[src/rtl/stopwatch_counter_if.sv]
// Bundles the stopwatch control inputs and display outputs.
// Signalling: there is no valid/ready handshake on this block. clk_1hz and
// clk_2hz are free-running levels whose rising edges are detected inside the
// counter; pause is a single-cycle pulse; adj and sel are levels sampled every
// cycle. All slave outputs are registered and change only on the clock edge.
interface stopwatch_counter_if;
  logic       clk_1hz;
  logic       clk_2hz;
  logic       pause;
  logic       adj;
  logic       sel;
  logic [3:0] min_tens;
  logic [3:0] min_ones;
  logic [3:0] sec_tens;
  logic [3:0] sec_ones;
  logic       running;
  logic       adjusting;
  logic [1:0] state_dbg;

  modport master (
    output clk_1hz, clk_2hz, pause, adj, sel,
    input  min_tens, min_ones, sec_tens, sec_ones, running, adjusting, state_dbg
  );

  modport slave (
    input  clk_1hz, clk_2hz, pause, adj, sel,
    output min_tens, min_ones, sec_tens, sec_ones, running, adjusting, state_dbg
  );
endinterface

[src/rtl/stopwatch_counter.sv]
// MM:SS BCD stopwatch with run, pause and adjust modes. Rising edges of the
// divided 1 Hz / 2 Hz square waves become single-cycle ticks; 1 Hz ticks run
// the full carry chain in RUN, 2 Hz ticks step one field in ADJUST.
module stopwatch_counter #(
  parameter int MAX_TENS = 5,
  parameter int MAX_ONES = 9
) (
  input  logic                clk,
  input  logic                rst,
  stopwatch_counter_if.slave  sw
);

  typedef enum logic [1:0] {
    PAUSED = 2'd0,
    RUN    = 2'd1,
    ADJUST = 2'd2
  } state_t;

  localparam logic [3:0] TENS_MAX = 4'(MAX_TENS);
  localparam logic [3:0] ONES_MAX = 4'(MAX_ONES);

  state_t     state_q, state_d;
  logic       paused_flag_q, paused_flag_d;
  logic       prev_1hz_q, prev_2hz_q;
  logic [3:0] min_tens_q, min_tens_d;
  logic [3:0] min_ones_q, min_ones_d;
  logic [3:0] sec_tens_q, sec_tens_d;
  logic [3:0] sec_ones_q, sec_ones_d;
  logic       running_q, adjusting_q;
  logic       tick_1hz, tick_2hz;
  logic       sec_wrap;

  // One BCD field stepped as a 00..MAX counter; returns {tens, ones}.
  function automatic logic [7:0] inc_field(input logic [3:0] tens, input logic [3:0] ones);
    logic [7:0] r;
    if (ones == ONES_MAX) begin
      if (tens == TENS_MAX) r = 8'h00;
      else                  r = {tens + 4'd1, 4'd0};
    end else begin
      r = {tens, ones + 4'd1};
    end
    return r;
  endfunction

  assign tick_1hz = sw.clk_1hz & ~prev_1hz_q;
  assign tick_2hz = sw.clk_2hz & ~prev_2hz_q;
  assign sec_wrap = (sec_tens_q == TENS_MAX) && (sec_ones_q == ONES_MAX);

  // Next-state and digit update; priority is adj > pause > tick.
  always_comb begin
    state_d       = state_q;
    paused_flag_d = paused_flag_q;
    min_tens_d    = min_tens_q;
    min_ones_d    = min_ones_q;
    sec_tens_d    = sec_tens_q;
    sec_ones_d    = sec_ones_q;
    case (state_q)
      ADJUST: begin
        if (!sw.adj) begin
          // Leaving adjust restores the run/pause choice; inputs that cycle are dropped.
          state_d = paused_flag_q ? PAUSED : RUN;
        end else begin
          if (sw.pause) paused_flag_d = ~paused_flag_q;
          if (tick_2hz) begin
            if (sw.sel) {sec_tens_d, sec_ones_d} = inc_field(sec_tens_q, sec_ones_q);
            else        {min_tens_d, min_ones_d} = inc_field(min_tens_q, min_ones_q);
          end
        end
      end
      RUN: begin
        if (sw.adj) begin
          state_d = ADJUST;
        end else begin
          // A tick coinciding with pause is still counted before stopping.
          if (tick_1hz) begin
            {sec_tens_d, sec_ones_d} = inc_field(sec_tens_q, sec_ones_q);
            if (sec_wrap) {min_tens_d, min_ones_d} = inc_field(min_tens_q, min_ones_q);
          end
          if (sw.pause) begin
            state_d       = PAUSED;
            paused_flag_d = 1'b1;
          end
        end
      end
      default: begin
        if (sw.adj) begin
          state_d = ADJUST;
        end else if (sw.pause) begin
          state_d       = RUN;
          paused_flag_d = 1'b0;
        end
      end
    endcase
  end

  // State, edge-detect history, digits and status flags.
  always_ff @(posedge clk) begin
    if (rst) begin
      state_q       <= PAUSED;
      paused_flag_q <= 1'b1;
      prev_1hz_q    <= 1'b0;
      prev_2hz_q    <= 1'b0;
      min_tens_q    <= 4'd0;
      min_ones_q    <= 4'd0;
      sec_tens_q    <= 4'd0;
      sec_ones_q    <= 4'd0;
      running_q     <= 1'b0;
      adjusting_q   <= 1'b0;
    end else begin
      state_q       <= state_d;
      paused_flag_q <= paused_flag_d;
      prev_1hz_q    <= sw.clk_1hz;
      prev_2hz_q    <= sw.clk_2hz;
      min_tens_q    <= min_tens_d;
      min_ones_q    <= min_ones_d;
      sec_tens_q    <= sec_tens_d;
      sec_ones_q    <= sec_ones_d;
      running_q     <= (state_d == RUN);
      adjusting_q   <= (state_d == ADJUST);
    end
  end

  assign sw.min_tens  = min_tens_q;
  assign sw.min_ones  = min_ones_q;
  assign sw.sec_tens  = sec_tens_q;
  assign sw.sec_ones  = sec_ones_q;
  assign sw.running   = running_q;
  assign sw.adjusting = adjusting_q;
  assign sw.state_dbg = state_q;

endmodule

[src/flat_wrapper.sv]
// flat-port wrapper written by rule: the top's interface ports become plain ports
module stopwatch_counter_flat 
#(
  parameter int MAX_TENS = 5,
  parameter int MAX_ONES = 9
)
  (clk, rst, sw_clk_1hz, sw_clk_2hz, sw_pause, sw_adj, sw_sel, sw_min_tens, sw_min_ones, sw_sec_tens, sw_sec_ones, sw_running, sw_adjusting, sw_state_dbg);
  stopwatch_counter_if sw_i ();
  input  logic clk;
  input  logic rst;
  input wire logic [$bits(sw_i.clk_1hz)-1:0] sw_clk_1hz;
  input wire logic [$bits(sw_i.clk_2hz)-1:0] sw_clk_2hz;
  input wire logic [$bits(sw_i.pause)-1:0] sw_pause;
  input wire logic [$bits(sw_i.adj)-1:0] sw_adj;
  input wire logic [$bits(sw_i.sel)-1:0] sw_sel;
  output wire logic [$bits(sw_i.min_tens)-1:0] sw_min_tens;
  output wire logic [$bits(sw_i.min_ones)-1:0] sw_min_ones;
  output wire logic [$bits(sw_i.sec_tens)-1:0] sw_sec_tens;
  output wire logic [$bits(sw_i.sec_ones)-1:0] sw_sec_ones;
  output wire logic [$bits(sw_i.running)-1:0] sw_running;
  output wire logic [$bits(sw_i.adjusting)-1:0] sw_adjusting;
  output wire logic [$bits(sw_i.state_dbg)-1:0] sw_state_dbg;
  assign sw_i.clk_1hz = sw_clk_1hz;
  assign sw_i.clk_2hz = sw_clk_2hz;
  assign sw_i.pause = sw_pause;
  assign sw_i.adj = sw_adj;
  assign sw_i.sel = sw_sel;
  assign sw_min_tens = sw_i.min_tens;
  assign sw_min_ones = sw_i.min_ones;
  assign sw_sec_tens = sw_i.sec_tens;
  assign sw_sec_ones = sw_i.sec_ones;
  assign sw_running = sw_i.running;
  assign sw_adjusting = sw_i.adjusting;
  assign sw_state_dbg = sw_i.state_dbg;
  stopwatch_counter #(.MAX_TENS(MAX_TENS), .MAX_ONES(MAX_ONES)) u_core (.clk(clk), .rst(rst), .sw(sw_i));
endmodule
[config.mk]
export PLATFORM = sky130hd
export DESIGN_NAME = stopwatch_counter_flat
export DESIGN_NICKNAME = d
export VERILOG_FILES = /design/src/rtl/stopwatch_counter_if.sv /design/src/rtl/stopwatch_counter.sv /design/src/flat_wrapper.sv
export SDC_FILE = /design/constraint.sdc
export NUM_CORES = 1
export LEC_CHECK = 0
export ABC_AREA = 1
export CELL_PAD_IN_SITES_DETAIL_PLACEMENT = 1
export CELL_PAD_IN_SITES_GLOBAL_PLACEMENT = 1
export CORE_AREA = 2 2 71 73
export DETAILED_ROUTE_END_ITERATION = 10
export DIE_AREA = 0 0 73 75
export DONT_BUFFER_PORTS = 1
export PLACE_DENSITY = 0.68
export SLEW_MARGIN = 20
export SYNTH_ARGS = -nofsm -noshare
export SYNTH_HDL_FRONTEND = slang
export SYNTH_SLANG_ARGS = --single-unit
[constraint.sdc]
create_clock -name clk -period 1.4 [get_ports clk]
set_input_delay 0.14 -clock clk [delete_from_list [all_inputs] [get_ports clk]]
set_output_delay 0.14 -clock clk [all_outputs]
set_load 0.005 [all_outputs]
==> impl_metrics.tcl, run 1 <==
set metrics [dict create \
    slew_viol_final 0 \
    grt_usage_pct 14.6 \
    synth_commonest_cells "58 x nand2_1, 28 x inv_1, 23 x dfxtp_1, 19 x a21oi_1, 16 x nor2_1" \
    ys_warn_count 0 \
    cp-start-kind "flop" \
    relSlewSlack_pct 82.0 \
    finalSetupViolCount 1 \
    grt_pass1_vias 1399 \
    port_buffers 0 \
    core-area_um2 4660 \
    netlist_area_um2 1320 \
    initial_utilization_pct 28.4 \
    die_h_um 75 \
    clock-sinks 23 \
    p_leak_nw 0.671 \
    cts_tree "done" \
    design_area_um2 1720 \
    violations "negative hold slack, negative setup slack" \
    grt_first_pass_wirelength_um 6290 \
    diodes 0 \
    seq_area_frac_synth_pct 34.8 \
    whs_ps -69.2 \
    cp_max_fo 6 \
    postSynthAreaPerCell_um2 6.43 \
    htreeDepth 1 \
    period_minus_slack_ps 1410 \
    yosysUniqueCellTypes 23 \
    cts.clk_slew.worst_paths_ps 90 \
    fin_nets 239 \
    period_share_pct 100 \
    grt-ovfl-total 0 \
    synth_cells 206 \
    dp_hpwl_um 2740 \
    vias 1357 \
    rsz0062_at_grt "yes" \
    via_per_inst 4.80 \
    clockBufferDepth 2 \
    p_per_area_nw_per_um2 856 \
    placed_area_um2 1550 \
    cts_made_buffers 3 \
    drtIter0Drc 37 \
    synth_top_cell_by_area "dfxtp_1" \
    fmax_mhz 711 \
    dieArea_um2 5480 \
    synthFlopType "dfxtp_1" \
    postCtsHoldBufs 2 \
    ant_nets 0 \
    worst_setup_path_end_kind "flop" \
    ir_drop_v 0.000658 \
    worstSkewPairLatency_ps 270 \
    worst_pin_slew_ps 269 \
    synth_most_common_cell "nand2_1" \
    path_class "flop to flop" \
    synth_top_area_share_pct 34.8 \
    cp.arrival_ps 1580 \
    io_pins 27 \
    grt_max_degree 22 \
    drive_gt1_share_pct 29.3 \
    post-route-util_pct 36.8 \
    syn_nets 215 \
    gp_congestion 0.752 \
    maxCapViolations 0 \
    fillCellCount 600 \
    final_cells 283 \
    wl_um 3620 \
    area_growth_pct 29.6 \
    holdCritPathClass "primary input to flop" \
    drtPass1Iterations 4 \
    r2r_slack_ps -6 \
    routedWlPerCell_um 12.8 \
    finalHoldViolations 18 \
    skew_ps 4.99 \
    synth-edff-count 0 \
    ys_seq_elements 23 \
    root_buffer "clkbuf_8" \
    final.setup.worst_slack_ps -6.20 \
    synth_area_leaders "dfxtp_1 35%, nand2_1 16%, inv_1 7.9%" \
    outcome "finished, violations left" \
    die_x_um 73 \
    antenna_found_initial 0 \
    async_flop_share_pct 0 \
    placementRows 25 \
    placed_cells_incl_taps 277 \
    crit_required_ps 1580 \
    route.detailed.drc 0 \
]
-- flip-flops by register name, summed over array words and instances (netlist names) --
signal	cells
u_core.sw.running	1
u_core.sw.state_dbg	2
u_core.sw.sec_ones	4
u_core.prev_2hz_q	1
u_core.prev_1hz_q	1
u_core.paused_flag_q	1
u_core.sw.min_tens	4
u_core.sw.min_ones	4
u_core.sw.adjusting	1
u_core.sw.sec_tens	4
-- report_power, final --
group | internal, W | leakage, nW | switching [W]
Clock | 0.000199 | 0.0255 | 0.000221
Combinational | 0.000151 | 0.457 | 0.000195
Sequential | 0.000681 | 0.188 | 0.0000206
-- per-layer routing --
metal	track usage (%)	vias to the layer above	part of all wire, %
li1	-	700	-
met1	17.8	629	44
met2	25.3	24	50
met3	4.02	4	4.1
met4	4.32	0	1.2
met5	0	-	0
-- worst paths after layout --
path	to	start	depth (start not counted)
min	u_core.sw.state_dbg[0]$_SDFF_PP0_	rst	1
max	u_core.sw.min_tens[3]$_SDFFE_PP0P_	u_core.sw.state_dbg[0]$_SDFF_PP0_	10
min reg2reg	u_core.sw.sec_tens[3]$_SDFFE_PP0P_	u_core.sw.sec_tens[3]$_SDFFE_PP0P_	2
max reg2reg	u_core.sw.min_tens[3]$_SDFFE_PP0P_	u_core.sw.state_dbg[0]$_SDFF_PP0_	10
-- logic make-up (layout without fill, tap and decap cells) --
kind of cell,after synthesis,in the layout,synth area share (%)
buffers and inverters,36,59,10.3
AOI/OAI and AO/OA,34,34,13.6
adders and majority gates,2,2,1.89
DFF,23,23,34.8
and+or+nand+nor,108,108,37.4
xor gates and xnor gates,3,3,1.99
-- cell usage in the layout, fill, tap and decap left out, types with 6 or more instances in the layout --
cell	n
a21oi_1	17
buf_4	16
dfxtp_1	21
inv_1	25
inv_2	6
nand2_1	50
nand2_2	12
nand3_1	8
nand4_1	10
nor2_1	14
o21ai_0	7
-- worst max-delay path: stages (launching register included) --
cell and delay (ps):
dfxtp_4 380, inv_2 50, ha_4 180, inv_2 90, nor2_1 70, nor2_4 160, nand2_2 80, nor2_4 100
nand4_1 90, nand2_1 80, nor2_1 30
-- metrics by stage --
step	worst slack (ps)	power (W)	hold WS [ps]	TNS (ps)
after floorplan	19.0	0.000908	247	0
after global placement	-57.6	0.00101	209	-170
after detailed placement	-82.6	0.00102	212	-473
after CTS	-18.9	0.00149	-81.7	-41.8
after global routing	-128	0.00158	-94.1	-1320
final	-6.20	0.00147	-69.2	-6.20
-- area by class of cell --
type	count	area, um^2	area share [%]
clock buffers	3	41.3	2.41
multi-input cells	147	826	48.1
well taps	54	67.6	3.94
flip-flops and latches	23	468	27.3
inverters	34	134	7.80
clock inverters	1	5.00	0.292
repair buffers	21	174	10.1
-- repair_timing --
item	in CTS	in global routing
resized for setup	19	15
setup endpoints to repair	14	19
hold endpoints to repair	20	18
buffers inserted	1	0
pin swaps	10	9
(Power assumes the default switching activity.)
==> inputs of run 2 (changes only) <==
Settings changed: CORE_AREA 2 2 71 73 to 2 2 63 65, DIE_AREA 0 0 73 75 to 0 0 65 67, PLACE_DENSITY 0.68 to 0.81, TNS_END_PERCENT from default to 30.
==> run 2 against run 1 <==
Compared with the run above: largest cell class unchanged; the flow still finishes with violations (negative hold slack, negative setup slack); register-to-register slack got worse by 20 ps; clock skew decreased by 2.3 ps; sequential power about the same; sequential share of layout area increased by 0.67 points; worst setup slack got worse by 19 ps; fmax decreased by 1.3%; largest power group unchanged; first-iteration DRC count increased by 16%; clock power about the same; count of clock-buffer cells in the layout increased by 1; flip-flop and latch count unchanged; power decreased by 0.42%.
==> impl_metrics.tcl, run 2 (synthesized netlist as in run 1, its figures left out) <==
set metrics [dict create \
    grt_pass1_vias 1347 \
    grt-ovfl-total 0 \
    maxCapViolations 0 \
    path_class "flop to flop" \
    slowest_stage "dfxtp_4" \
    final.setup.worst_slack_ps -25.0 \
    placementRows 22 \
    wl_um 3610 \
    fmax_mhz 702 \
    cpMostUsedCell "nand2_1" \
    worstSkewPairLatency_ps 270 \
    area_growth_pct 26.5 \
    place_ws_ps -115 \
    cp.arrival_ps 1640 \
    design_area_um2 1670 \
    die_h_um 67 \
    holdCritPathClass "primary input to flop" \
    cp_max_fo 6 \
    worst_pin_slew_ps 310 \
    postCtsHoldBufs 2 \
    fillCellCount 482 \
    clockBufferDepth 2 \
    slew_viol_final 0 \
    min-delay-start "rst" \
    hold_depth 1 \
    period_minus_slack_ps 1430 \
    drive_gt1_share_pct 25.6 \
    antenna_found_initial 0 \
    fin_nets 237 \
    p_leak_nw 0.667 \
    die_x_um 65 \
    dp_hpwl_um 2410 \
    grt_max_degree 22 \
    placed_area_um2 1490 \
    initial_utilization_pct 36.7 \
    p_per_area_nw_per_um2 873 \
    r2r_slack_ps -30 \
    route.detailed.drc 0 \
    drtPass1Iterations 4 \
    vias 1384 \
    relSlewSlack_pct 79.1 \
    grt_first_pass_wirelength_um 5640 \
    routedWlPerCell_um 13.1 \
    skew_ps 2.66 \
    final_cell_mix "53 x nand2_1, 24 x inv_1, 21 x dfxtp_1, 18 x a21oi_1, 16 x buf_4" \
    final_common_cell "nand2_1" \
    ant_nets 0 \
    ir_drop_v 0.000370 \
    crit_required_ps 1610 \
    outcome "finished, violations left" \
    via_per_inst 5.03 \
    finalHoldViolations 18 \
    regArea_um2 468 \
    cts.clk_slew.worst_paths_ps 80 \
    io_pins 27 \
    root_buffer "clkbuf_8" \
    grt_usage_pct 16.8 \
    reg2reg_depth 10 \
    gp_congestion 0.777 \
    clock-sinks 23 \
    core-area_um2 3610 \
    finalSetupViolCount 5 \
    multi_input_area_um2 815 \
    port_buffers 0 \
    cp-start-kind "flop" \
    cts_tree "done" \
    min_to "u_core.sw.state_dbg[0]$_SDFF_PP0_" \
    whs_ps -77.3 \
    crit-reg2reg-capture "u_core.sw.min_tens[3]$_SDFFE_PP0P_" \
    violations "negative hold slack, negative setup slack" \
    cts_made_buffers 3 \
    crit_chain "inv_2 -> ha_4 -> nand2_2 -> nand2_4 -> nor2_4 -> buf_4 -> nand3_1 -> nand2_1 -> nand2_1 -> nor2_1" \
    diodes 0 \
    post-route-util_pct 46.4 \
    drtIter0Drc 43 \
    period_share_pct 102 \
    rsz0062_at_grt "yes" \
    p_total_w 0.00146 \
    dieArea_um2 4360 \
    crit_path_max_incr_delay_ps 370 \
    r2r-start "u_core.sw.state_dbg[0]$_SDFF_PP0_" \
    htreeDepth 1 \
    worst_setup_path_end_kind "flop" \
]
[run 2: per-layer routing]
layer | share of wire (%) | track usage (%) | up-vias
met1 | 41 | 20.1 | 654
met5 | 0 | 0 | -
met4 | 2.6 | 9.31 | 0
met3 | 4.8 | 3.89 | 9
met2 | 51 | 27.8 | 27
li1 | - | - | 694
[run 2: timing repair]
action | CTS | global route
gates resized for setup | 13 | 15
pin swaps | 6 | 7
hold endpoints to repair | 20 | 18
setup buffers | 3 | 2
setup endpoints to repair | 17 | 18
[run 2: worst max path at each step]
stage | slack (ps) | startpoint | depth (start not counted) | endpoint
floorplan | 20 | u_core.sw.state_dbg[1]$_SDFF_PP0_ | 10 | u_core.sw.min_tens[3]$_SDFFE_PP0P_
global placement | -80 | u_core.sw.state_dbg[1]$_SDFF_PP0_ | 8 | u_core.sw.min_ones[1]$_SDFFE_PP0P_
detailed placement | -110 | u_core.sw.state_dbg[1]$_SDFF_PP0_ | 8 | u_core.sw.min_ones[1]$_SDFFE_PP0P_
CTS | -7 | u_core.sw.state_dbg[0]$_SDFF_PP0_ | 8 | u_core.sw.min_tens[1]$_SDFFE_PP0P_
global route | -150 | u_core.sw.state_dbg[0]$_SDFF_PP0_ | 8 | u_core.sw.min_tens[2]$_SDFFE_PP0P_
finish | -30 | u_core.sw.state_dbg[0]$_SDFF_PP0_ | 10 | u_core.sw.min_tens[3]$_SDFFE_PP0P_
[run 2: worst max-delay path: cells and delay by family, from the launching register on]
kind / cells / cell delay, ps
buffers and inverters: 2 / 200
flip-flops: 1 / 370
adder cells (fa/ha/maj): 1 / 180
AND/OR/NAND/NOR: 7 / 610
[run 2: through the flow]
step           cells  setup TNS, ps
3_5_place_dp     264          -1120
5_1_grt          275          -1220
3_3_place_gp     264           -551
4_1_cts          273          -13.6
6_report         275          -77.8
2_1_floorplan    206              0
[run 2: cell type report]
cell class / instances / area share [%]
multi-input combinational: 147 / 48.7
timing repair buffer: 19 / 9.04
clock buffer: 4 / 2.69
inverter: 34 / 8.07
tap: 48 / 3.59
sequential: 23 / 28.0
[run 2: power by group]
| part | total, W | leakage [nW] | switching [W] | internal, W |
|---|---|---|---|---|
| sequential | 0.000702 | 0.188 | 0.0000212 | 0.000680 |
| combinational | 0.000338 | 0.455 | 0.000194 | 0.000144 |
| clock | 0.000422 | 0.0228 | 0.000219 | 0.000204 |
| total | 0.00146 | 0.667 | 0.000433 | 0.00103 |
==> inputs of run 3 (changes only) <==
--- a/config.mk
+++ b/config.mk
@@ -13,5 +13,5 @@
 export DIE_AREA = 0 0 65 67
 export DONT_BUFFER_PORTS = 1
-export PLACE_DENSITY = 0.81
+export PLACE_DENSITY_LB_ADDON = 0.1
 export SLEW_MARGIN = 20
 export SYNTH_ARGS = -nofsm -noshare
==> constraint.sdc (replaced) <==
create_clock -name clk -period 1.4 [get_ports clk]
set_input_delay 0 -clock clk [delete_from_list [all_inputs] [get_ports clk]]
set_output_delay 0 -clock clk [all_outputs]
set_load 0.005 [all_outputs]
==> run 3 against run 2 <==
Compared with the run above: sequential share of layout area shrank 0.23 points; fmax shrank 0.15%; power grew 1.4%; combinational power grew 3%; the run still ends with negative hold slack, negative setup slack left; critical endpoint is now u_core.sw.min_tens[1]$_SDFFE_PP0P_.
==> impl_metrics.tcl, run 3 (synthesized netlist as in run 1, its figures left out) <==
set metrics [dict create \
    seq_power_share_pct 47.4 \
    clockBufferDepth 2 \
    placed_cells_incl_taps 263 \
    final.setup.worst_slack_ps -27.1 \
    slew_viol_final 0 \
    die_x_um 65 \
    diodes 0 \
    relSlewSlack_pct 82.6 \
    wl_um 3770 \
    grt_pass1_vias 1480 \
    fmax_mhz 701 \
    grt-ovfl-total 0 \
    worst_setup_path_end_kind "flop" \
    cp_num_cells 8 \
    cts.clk_slew.worst_paths_ps 90 \
    final_cells 272 \
    route.detailed.drc 0 \
    violations "negative hold slack, negative setup slack" \
    crit_path_max_incr_delay_ps 380 \
    placementRows 22 \
    antenna_found_initial 0 \
    outcome "finished, violations left" \
    grt_usage_pct 18.8 \
    crit_end "u_core.sw.min_tens[1]$_SDFFE_PP0P_" \
    ir_drop_v 0.000458 \
    htreeDepth 1 \
    finalSetupViolCount 3 \
    area_growth_pct 27.5 \
    drive_gt1_share_pct 27.7 \
    netSwitchingFraction_pct 30.9 \
    dieArea_um2 4360 \
    finalHoldViolations 18 \
    die_h_um 67 \
    cp_max_fo 6 \
    worstSkewPairLatency_ps 270 \
    period_minus_slack_ps 1430 \
    skew_ps 6.65 \
    path_class "flop to flop" \
    rsz0062_at_grt "yes" \
    slowest_stage "dfxtp_4" \
    cp-start-kind "flop" \
    cts_made_buffers 3 \
    clock-sinks 23 \
    ant_nets 0 \
    gp_congestion 0.809 \
    fin_nets 234 \
    crit_family "simple AND/OR/NAND/NOR gates" \
    power.internal_w 0.00102 \
    via_per_inst 5.00 \
    grt_first_pass_wirelength_um 6370 \
    final_common_cell "nand2_1" \
    r2r-start "u_core.sw.state_dbg[0]$_SDFF_PP0_" \
    crit_chain "inv_2 -> ha_4 -> nand2_2 -> inv_2 -> nor2_4 -> nand3_1 -> nand2_1 -> a21oi_1" \
    grt_max_degree 22 \
    place_ws_ps -96.6 \
    worst_pin_slew_ps 261 \
    cts_tree "done" \
    crit_required_ps 1560 \
    holdCritPathClass "primary input to flop" \
    cp.arrival_ps 1590 \
    p_sw_w 0.000458 \
    vias 1361 \
    core-area_um2 3610 \
    crit_start "u_core.sw.state_dbg[0]$_SDFF_PP0_" \
    dp_hpwl_um 2720 \
    cpMostUsedCell "inv_2" \
    maxCapViolations 0 \
    p_clk_share_pct 29.1 \
    drtIter0Drc 47 \
    pwr-share-comb_pct 23.5 \
    period_share_pct 102 \
    postCtsHoldBufs 3 \
    p_per_area_nw_per_um2 878 \
    p_total_w 0.00148 \
    r2r_slack_ps -30 \
    drtPass1Iterations 4 \
    initial_utilization_pct 36.7 \
    final_cell_mix "49 x nand2_1, 24 x inv_1, 21 x dfxtp_1, 15 x a21oi_1, 13 x nor2_1" \
    port_buffers 0 \
    io_pins 27 \
    root_buffer "clkbuf_8" \
    reg2reg_depth 8 \
    whs_ps -222 \
    routedWlPerCell_um 13.8 \
    crit-reg2reg-capture "u_core.sw.min_tens[1]$_SDFFE_PP0P_" \
    crit_buf_inv 2 \
    p_leak_nw 0.643 \
]
==> run 3: metal layers <==
layer,part of all wire (%),vias to the layer above,global-route usage [%]
met5,0,-,0
met4,1.4,0,4.79
met3,4.7,6,5.41
met2,49,23,33.2
met1,45,633,22.3
li1,-,699,-
==> run 3: worst min-delay path by stage <==
| stage | start | end | depth (start not counted) |
|---|---|---|---|
| after floorplan | sw_clk_1hz | u_core.prev_1hz_q$_SDFF_PP0_ | 2 |
| after global placement | rst | u_core.sw.state_dbg[0]$_SDFF_PP0_ | 1 |
| after detailed placement | rst | u_core.sw.state_dbg[0]$_SDFF_PP0_ | 1 |
| after CTS | rst | u_core.sw.state_dbg[0]$_SDFF_PP0_ | 1 |
| after global routing | rst | u_core.sw.sec_ones[1]$_SDFFE_PP0P_ | 1 |
| final | rst | u_core.sw.sec_ones[1]$_SDFFE_PP0P_ | 1 |
==> run 3: final cells by class <==
type | count | area [um^2]
clock buffer | 4 | 45.0
sequential | 23 | 468
fill | 483 | 1920
inverter | 34 | 141
multi-input combinational | 148 | 850
timing repair buffer | 15 | 124
tap | 48 | 60.1
==> run 3: per-stage QoR <==
stage	TNS (ps)	area [um^2]	hold slack [ps]	util, %
final	-44.2	1690	-222	46.8
after global routing	-898	1690	-243	46.8
after CTS	-9.17	1600	-225	44.4
after detailed placement	-1060	1480	69.8	41.0
after floorplan	0	1340	107	-
after global placement	-44.2	1480	67.9	41.0
==> run 3: power by group through the flow <==
stage               Clock [W]  Combinational, W  Sequential, W
floorplan                   0          0.000186       0.000722
global placement            0          0.000261       0.000714
detailed placement          0          0.000272       0.000716
CTS                  0.000451          0.000305       0.000701
global route         0.000480          0.000387       0.000707
finish               0.000431          0.000349       0.000703
==> run 3: timing repair <==
item | CTS | global route
buffers inserted | 1 | 0
gates resized for setup | 13 | 28
pin swaps | 4 | 7
cloned | 1 | 0
endpoints found under the setup margin | 17 | 19
hold endpoints to repair | 23 | 18
